File: src/rtl/spi_deserializer.sv
// SPI-style serial-to-parallel receiver.
// The serial pins are synchronized into the clk domain. Edges of SPI_clk
// and CS are detected there and drive a HUNT/RECV/LATCH state machine.
// A CS high pulse ends a frame: a frame with exactly Shift_BitCount bits
// updates Data_Register, and any other length raises Frame_Error.

module spi_deserializer #(
  parameter int Register_Width = 32,
  parameter int Shift_BitCount = 24,
  parameter int Sync_Stages    = 2
) (
  input  logic                      clk,
  input  logic                      rst,
  input  logic                      DataBit,
  input  logic                      SPI_clk,
  input  logic                      CS,
  output logic [Register_Width-1:0] Data_Register,
  output logic                      Data_Valid,
  output logic                      Frame_Error
);

  // The counter must be able to hold Shift_BitCount+1, which is the overrun marker.
  localparam int CntWidth = $clog2(Shift_BitCount + 2);
  localparam logic [CntWidth-1:0] CntFull = CntWidth'(Shift_BitCount);
  localparam logic [CntWidth-1:0] CntSat  = CntWidth'(Shift_BitCount + 1);
  localparam logic [CntWidth-1:0] CntOne  = CntWidth'(1);

  typedef enum logic [1:0] {
    HUNT,
    RECV,
    LATCH
  } state_t;

  logic [Sync_Stages-1:0]    dataSync_q;
  logic [Sync_Stages-1:0]    sclkSync_q;
  logic [Sync_Stages-1:0]    csSync_q;
  logic                      dataSyncOut;
  logic                      sclkSyncOut;
  logic                      csSyncOut;

  logic                      dataDly_q;
  logic                      sclkDly_q;
  logic                      csDly_q;
  logic                      sclkRise_q;
  logic                      csRise_q;
  logic                      csFall_q;

  state_t                    state_q;
  logic [Shift_BitCount-1:0] sh_q;
  logic [Shift_BitCount-1:0] shNext_d;
  logic [Register_Width-1:0] regNext_d;
  logic [CntWidth-1:0]       bitCount_q;
  logic                      goodPend_q;
  logic                      badPend_q;

  assign dataSyncOut = dataSync_q[Sync_Stages-1];
  assign sclkSyncOut = sclkSync_q[Sync_Stages-1];
  assign csSyncOut   = csSync_q[Sync_Stages-1];

  // DataBit gets the same synchronizer depth as SPI_clk, so the two stay aligned.
  always_ff @(posedge clk or posedge rst) begin
    if (rst) begin
      dataSync_q <= '0;
      sclkSync_q <= '0;
      csSync_q   <= '0;
    end else begin
      dataSync_q <= {dataSync_q[Sync_Stages-2:0], DataBit};
      sclkSync_q <= {sclkSync_q[Sync_Stages-2:0], SPI_clk};
      csSync_q   <= {csSync_q[Sync_Stages-2:0], CS};
    end
  end

  // Edge pulses are registered, and the data bit is delayed with them so that
  // dataDly_q is the bit that was present when the SPI_clk rise was seen.
  always_ff @(posedge clk or posedge rst) begin
    if (rst) begin
      dataDly_q  <= 1'b0;
      sclkDly_q  <= 1'b0;
      csDly_q    <= 1'b0;
      sclkRise_q <= 1'b0;
      csRise_q   <= 1'b0;
      csFall_q   <= 1'b0;
    end else begin
      dataDly_q  <= dataSyncOut;
      sclkDly_q  <= sclkSyncOut;
      csDly_q    <= csSyncOut;
      sclkRise_q <= sclkSyncOut & ~sclkDly_q;
      csRise_q   <= csSyncOut & ~csDly_q;
      csFall_q   <= ~csSyncOut & csDly_q;
    end
  end

  // New bits enter at the top, so the first bit received (the LSB) ends up in bit 0.
  if (Shift_BitCount > 1) begin : gShiftWide
    assign shNext_d = {dataDly_q, sh_q[Shift_BitCount-1:1]};
  end else begin : gShiftOne
    assign shNext_d = dataDly_q;
  end

  // Zero-extend the shift register to the width of the output word.
  always_comb begin
    regNext_d = '0;
    regNext_d[Shift_BitCount-1:0] = sh_q;
  end

  // Frame state machine. The CS rising edge is checked before the SPI_clk edge,
  // so a clock edge that coincides with the end of the frame is never shifted in.
  // The frame verdict is held for one cycle in a pending flag and then issued
  // as a registered pulse.
  always_ff @(posedge clk or posedge rst) begin
    if (rst) begin
      state_q       <= HUNT;
      sh_q          <= '0;
      bitCount_q    <= '0;
      goodPend_q    <= 1'b0;
      badPend_q     <= 1'b0;
      Data_Register <= '0;
      Data_Valid    <= 1'b0;
      Frame_Error   <= 1'b0;
    end else begin
      goodPend_q  <= 1'b0;
      badPend_q   <= 1'b0;
      Data_Valid  <= goodPend_q;
      Frame_Error <= badPend_q;
      if (goodPend_q) begin
        Data_Register <= regNext_d;
      end
      case (state_q)
        HUNT: begin
          if (csFall_q) begin
            bitCount_q <= '0;
            sh_q       <= '0;
            state_q    <= RECV;
          end
        end
        RECV: begin
          if (csRise_q) begin
            state_q    <= LATCH;
            goodPend_q <= (bitCount_q == CntFull);
            badPend_q  <= (bitCount_q != CntFull);
          end else if (sclkRise_q) begin
            sh_q <= shNext_d;
            if (bitCount_q != CntSat) begin
              bitCount_q <= bitCount_q + CntOne;
            end
          end
        end
        LATCH: begin
          if (csFall_q) begin
            bitCount_q <= '0;
            sh_q       <= '0;
            state_q    <= RECV;
          end
        end
        default: begin
          state_q <= HUNT;
        end
      endcase
    end
  end

endmodule

File: config.mk
export PLATFORM = sky130hd
export DESIGN_NAME = spi_deserializer
export DESIGN_NICKNAME = d
export VERILOG_FILES = /design/src/rtl/spi_deserializer.sv
export SDC_FILE = /design/constraint.sdc
export NUM_CORES = 1
export LEC_CHECK = 0
export BUFFER_PORTS_ARGS = -buffer_cell sky130_fd_sc_hd__buf_2
export CELL_PAD_IN_SITES_DETAIL_PLACEMENT = 1
export CELL_PAD_IN_SITES_GLOBAL_PLACEMENT = 1
export CORE_MARGIN = 1.5
export CORE_UTILIZATION = 40
export CTS_CLUSTER_SIZE = 12
export DETAILED_ROUTE_END_ITERATION = 10
export GPL_ROUTABILITY_DRIVEN = 0
export GPL_TIMING_DRIVEN = 0
export HOLD_SLACK_MARGIN = 0.15
export PLACE_DENSITY = 0.72
export SETUP_SLACK_MARGIN = 0.15
export SYNTH_ARGS = -nofsm -noshare
export SYNTH_HDL_FRONTEND = slang
export SYNTH_SLANG_ARGS = --single-unit
File: constraint.sdc
create_clock -name clk -period 3.3 [get_ports clk]
set_clock_uncertainty 0.05 [all_clocks]
set_input_delay 0.66 -clock clk [delete_from_list [all_inputs] [get_ports clk]]
set_output_delay 0.66 -clock clk [all_outputs]
set_load 0.01 [all_outputs]
Word level (Yosys, flattened, before mapping)
Cells that the tools add are included.
- register bits after elaboration: 71
- bits of input ports: 5
- logic and storage cells: 56
- $add $sub $neg: 1
- equality and inequality tests: 10
- multiplexer cells: 16
- bitwise gates (word level): 6
- reduce and logical (&&, ||, !) cells: 6
- operators with widths (cell ; number):
    $mux 24 ; 3
    $pmux 24 s2 ; 1
    $mux 5 ; 4
    $ne 5x5->1 const B ; 2
    $pmux 5 s2 ; 1
    $ne 2x2->1 const B ; 4
    $add 5x1->5 const B ; 1
    $eq 5x5->1 const B ; 1
    $reduce_and 5->1 ; 1
    $mux 1 ; 4
    $mux 2 ; 2
    $pmux 2 s2 ; 1
    $reduce_and 4->1 ; 1
    $and 1x1->1 ; 3
    $not 1->1 ; 3
    $eq 2x1->1 const B ; 1
    $eq 2x2->1 const B ; 1
    $logic_not 2->1 ; 1
    $ne 2x1->1 const B ; 1
    $reduce_and 2->1 ; 1
    $reduce_bool 2->1 ; 1
    $reduce_or 2->1 ; 1

Longest topological paths before layout
- depth after elaboration: 5
- depth in mapped cells: 6
- gate-level depth less buffers: 4

Worst setup path before layout
No wires, ideal clock.
- path kind: register to register
- start point: register state_q[0]
- end point: register bitCount_q[3]
- setup time: 0.126 ns
- arrival time: 1.340 ns
- data required time: 3.124 ns
- slack: 1.784 ns
- stages on the path, launching flop included: 6
- period minus slack after synthesis: 1.516 ns
- path through: dfrtp_1 -> buf_6 -> nand2b_4 -> buf_6 -> a32o_2 -> a221o_1
- longest elaborated chain between the ends: 4
- elaborated cells on any way between the ends: 11
- classes of those cells: eq/ne: 6; mux: 1; reduce/logical: 4
- RTL lines (element ; line ; text):
    start, declared ; 48 ; state_t state_q;
    start signal, assigned ; 112 ; state_q <= HUNT;
    start signal, assigned ; 133 ; state_q <= RECV;
    start signal, assigned ; 138 ; state_q <= LATCH;
    $eq 2x2->1 / $logic_not 2->1 (equally long branches) ; 128 ; case (state_q)
    $reduce_or 2->1 (no source line) ; n/a ;
    $ne 2x1->1 (no source line) / $reduce_bool 2->1 (equally long branches) ; n/a ;
    $reduce_and 5->1 (no source line) ; n/a ;
    end signal, assigned ; 144 ; bitCount_q <= bitCount_q + CntOne;
    end, declared ; 52 ; logic [CntWidth-1:0] bitCount_q;
Several ways; a longest one is shown, not always the timed one.
A chain may end at the register's enable or synchronous reset.

Final worst setup path
- start point: register state_q[0]
- end point: register sh_q[23]
- longest elaborated chain between the ends: 4
- elaborated cells on any way between the ends: 10
- classes of those cells: eq/ne: 5; mux: 1; reduce/logical: 4
- RTL lines (element ; line ; text):
    $eq 2x2->1 / $logic_not 2->1 (equally long branches) ; 128 ;
    $reduce_or 2->1 (no source line) ; n/a ;
    $ne 2x1->1 (no source line) / $reduce_bool 2->1 (equally long branches) ; n/a ;
    $reduce_and 4->1 (no source line) ; n/a ;
    end signal, assigned ; 142 ; sh_q <= shNext_d;
    end, declared ; 49 ; logic [Shift_BitCount-1:0] sh_q;
Several ways; a longest one is shown, not always the timed one.

==> out/metrics.cfg <==
[sta]
hold_slack_ns=0.301
hold_violations=0
tightest_slew_ns=0.846
rsz0062_at_grt=no
setup_tns_ns=0
slew_headroom_pct=43.6
post-route-period-util_pct=51.0
period_minus_slack_ns=1.68
max_freq_ghz=0.594
setup_viol=0
report.final.slew_viol_count=0

[floorplan]
core_area_sq_mm=0.00679
fp.dieH_microns=86.7
rows=30
dieArea_sq_mm=0.00752
die_w_microns=86.7
start_util_pct=41.3
num_io_pins=39

[synthesis]
ys_types=30
synth_edf_count=0
yosys_warnings=0
ys_seq_area_share_pct=63.4
synth_area_per_cell_sq_um=12.1
synth_seq_cells=71
async_flop_share_pct=100
ys.flop_type=dfrtp_1
synth_area_sq_mm=0.00280
netlist_instances=232

[worst_hold_path]
min-delay-start=badPend_q
hold_class=register to register
holdPathStages=0

[cts]
cts_sinks=71
post_cts_buffers=0
clockBufferDepth=2
cts.htree.levels=3
cts_tree=done
cts_resized=0
cts_hold_buf=0
cts_buffers=9
cts-root-buf=clkbuf_8
path_clk_slew_ns=0.07
clk_latency_ns=0.34

[critical_path]
cpLargestDelayFamily=buffers and inverters
cp_data_arrival_time_ns=1.91
startpoint_type=register
path_max_fanout=10
crit_path_cell_trace=buf_6 -> clkbuf_1 -> clkbuf_1 -> nand3_1 -> nand2_1
crit_type=register to register
cp-startpoint=state_q[0]
critical_path_required_ns=3.52
path_buf_inv=3
critPathSlowestCell=clkbuf_1
end_kind=register
reg2reg_from=state_q[0]
cpPeakStageDelay_ns=0.43
reg2regPathDepth=5
crit_top_cell=clkbuf_1
worst-path-stages=5
ff2ff_setup_slack_ns=1.62

[cells_and_area]
utilization_pct=48.0
diodes=0
nets=288
area_delta_synth_final_pct=16.3
drive_gt1_share_pct=28.5
fin_area_sq_mm=0.00326

[global_route]
gr-usage-all-layers_pct=16.8
antenna_found_initial=0
grt_overflow=0
grt_pass1_wl_mm=9.40
grt_pass1_vias=1894
grt_start_max_net_pins=72

[pwr]
peakVddDrop_mv=0.396
p_per_area_mw_per_mm2=537
p_total_w=0.00175
leakagePower_nw=1.78

[route]
wl_per_cell_microns=14.4
routed_wl_mm=5.42
first_pass_iters=4
via_per_inst=4.89
vias=1843
drc=0
drt-initial-drc-count=66
ant_nets=0

[placement]
placed_cell_area_sq_mm=0.00310
port_buffers=30
place_hpwl_mm=3.69

[outcome]
status=completed

[run]
max_cap_violations=0

## layout make-up
type | count | area [sq um]
Multi-Input combinational cell | 141 | 901
Timing Repair Buffer | 30 | 150
Clock inverter | 1 | 7.51
Tap cell | 96 | 120
Inverter | 3 | 13.8
Clock buffer | 11 | 151
Buffer | 24 | 141
Fill cell | 743 | 3530
Sequential cell | 71 | 1780
## cell families (layout without fill, tap and decap cells)
logic type	count (synthesis)	count (layout)	synth area share (%)
buf+inv	27	69	5.44
fa+ha+maj	3	3	1.34
flops	71	71	63.4
simple gates	97	97	17.4
other cells	1	8	0.134
mux	26	26	10.4
compound gates	7	7	1.96
## worst register-to-register path, delay by kind of cell, from the launching register on
family / cells / cell delay, ns
DFF: 1 / 0.37
and+or+nand+nor: 2 / 0.25
buffers and inverters: 3 / 0.95
## final timing paths
check | endpoint
worst max-delay path | sh_q[23]
worst max register to register | sh_q[23]
min in group asynchronous | bitCount_q[1]
worst min-delay path | Frame_Error
max in group asynchronous | sh_q[21]
worst min register to register | Frame_Error
## synth_stat cells (3+ instances only)
cell	instances	area, sq um
buf_2	5	25.0
clkbuf_1	8	30.0
mux2_2	20	225
inv_1	3	11.3
nand2_1	30	113
nand3_1	51	255
nor2b_1	4	25.0
ha_1	3	37.5
buf_4	8	60.1
mux2_1	4	45.0
dfrtp_1	71	1780
## through the flow
step	instances	setup slack (ns)
CTS	377	1.61
finish	377	1.62
global route	377	1.44
global placement	365	-0.0766
floorplan	239	0.793
detailed placement	365	1.63
## per-layer routing
| layer | vias to the layer above | global-route usage, % | share of wire (%) |
|---|---|---|---|
| li1 | 873 | - | - |
| met1 | 924 | 21.8 | 47 |
| met2 | 38 | 25.6 | 47 |
| met3 | 8 | 5.71 | 4.0 |
| met4 | 0 | 7.48 | 1.9 |
| met5 | - | 0 | 0 |
## flip-flops by register name, summed over array words and instances, names as in the netlist, 2 cells and up
name,cells
state_q,2
bitCount_q,5
sh_q,24
csSync_q,2
sclkSync_q,2
Data_Register,24
dataSync_q,2
## layout by cell type (no fill, tap or decap)
master and n:
dfrtp_1 71, nand3_1 51, buf_2 35, nand2_1 30, mux2_2 20, clkbuf_8 11, clkbuf_1 8, buf_4 8
conb_1 8, nor2b_1 4, mux2_1 4, ha_1 3, buf_6 2, nor3b_1 2, and3_1 2, a221o_1 2
nand2b_1 2, inv_1 2, mux2i_1 2, and3b_1 1, nand4bb_1 1, nand2b_4 1, a32o_2 1, buf_1 1
nor4bb_1 1, o21ai_0 1, a21oi_1 1, nor2_1 1, inv_4 1, nand3b_1 1, o311ai_1 1, o21ai_1 1
clkinvlp_4 1
## power by group
| part | leakage [nW] | internal [W] | switching [W] |
|---|---|---|---|
| clock | 0.0792 | 0.000297 | 0.000291 |
| combinational | 0.734 | 0.0000794 | 0.000142 |
| sequential | 0.962 | 0.000907 | 0.0000351 |
Power figures use the tool's default switching activity.
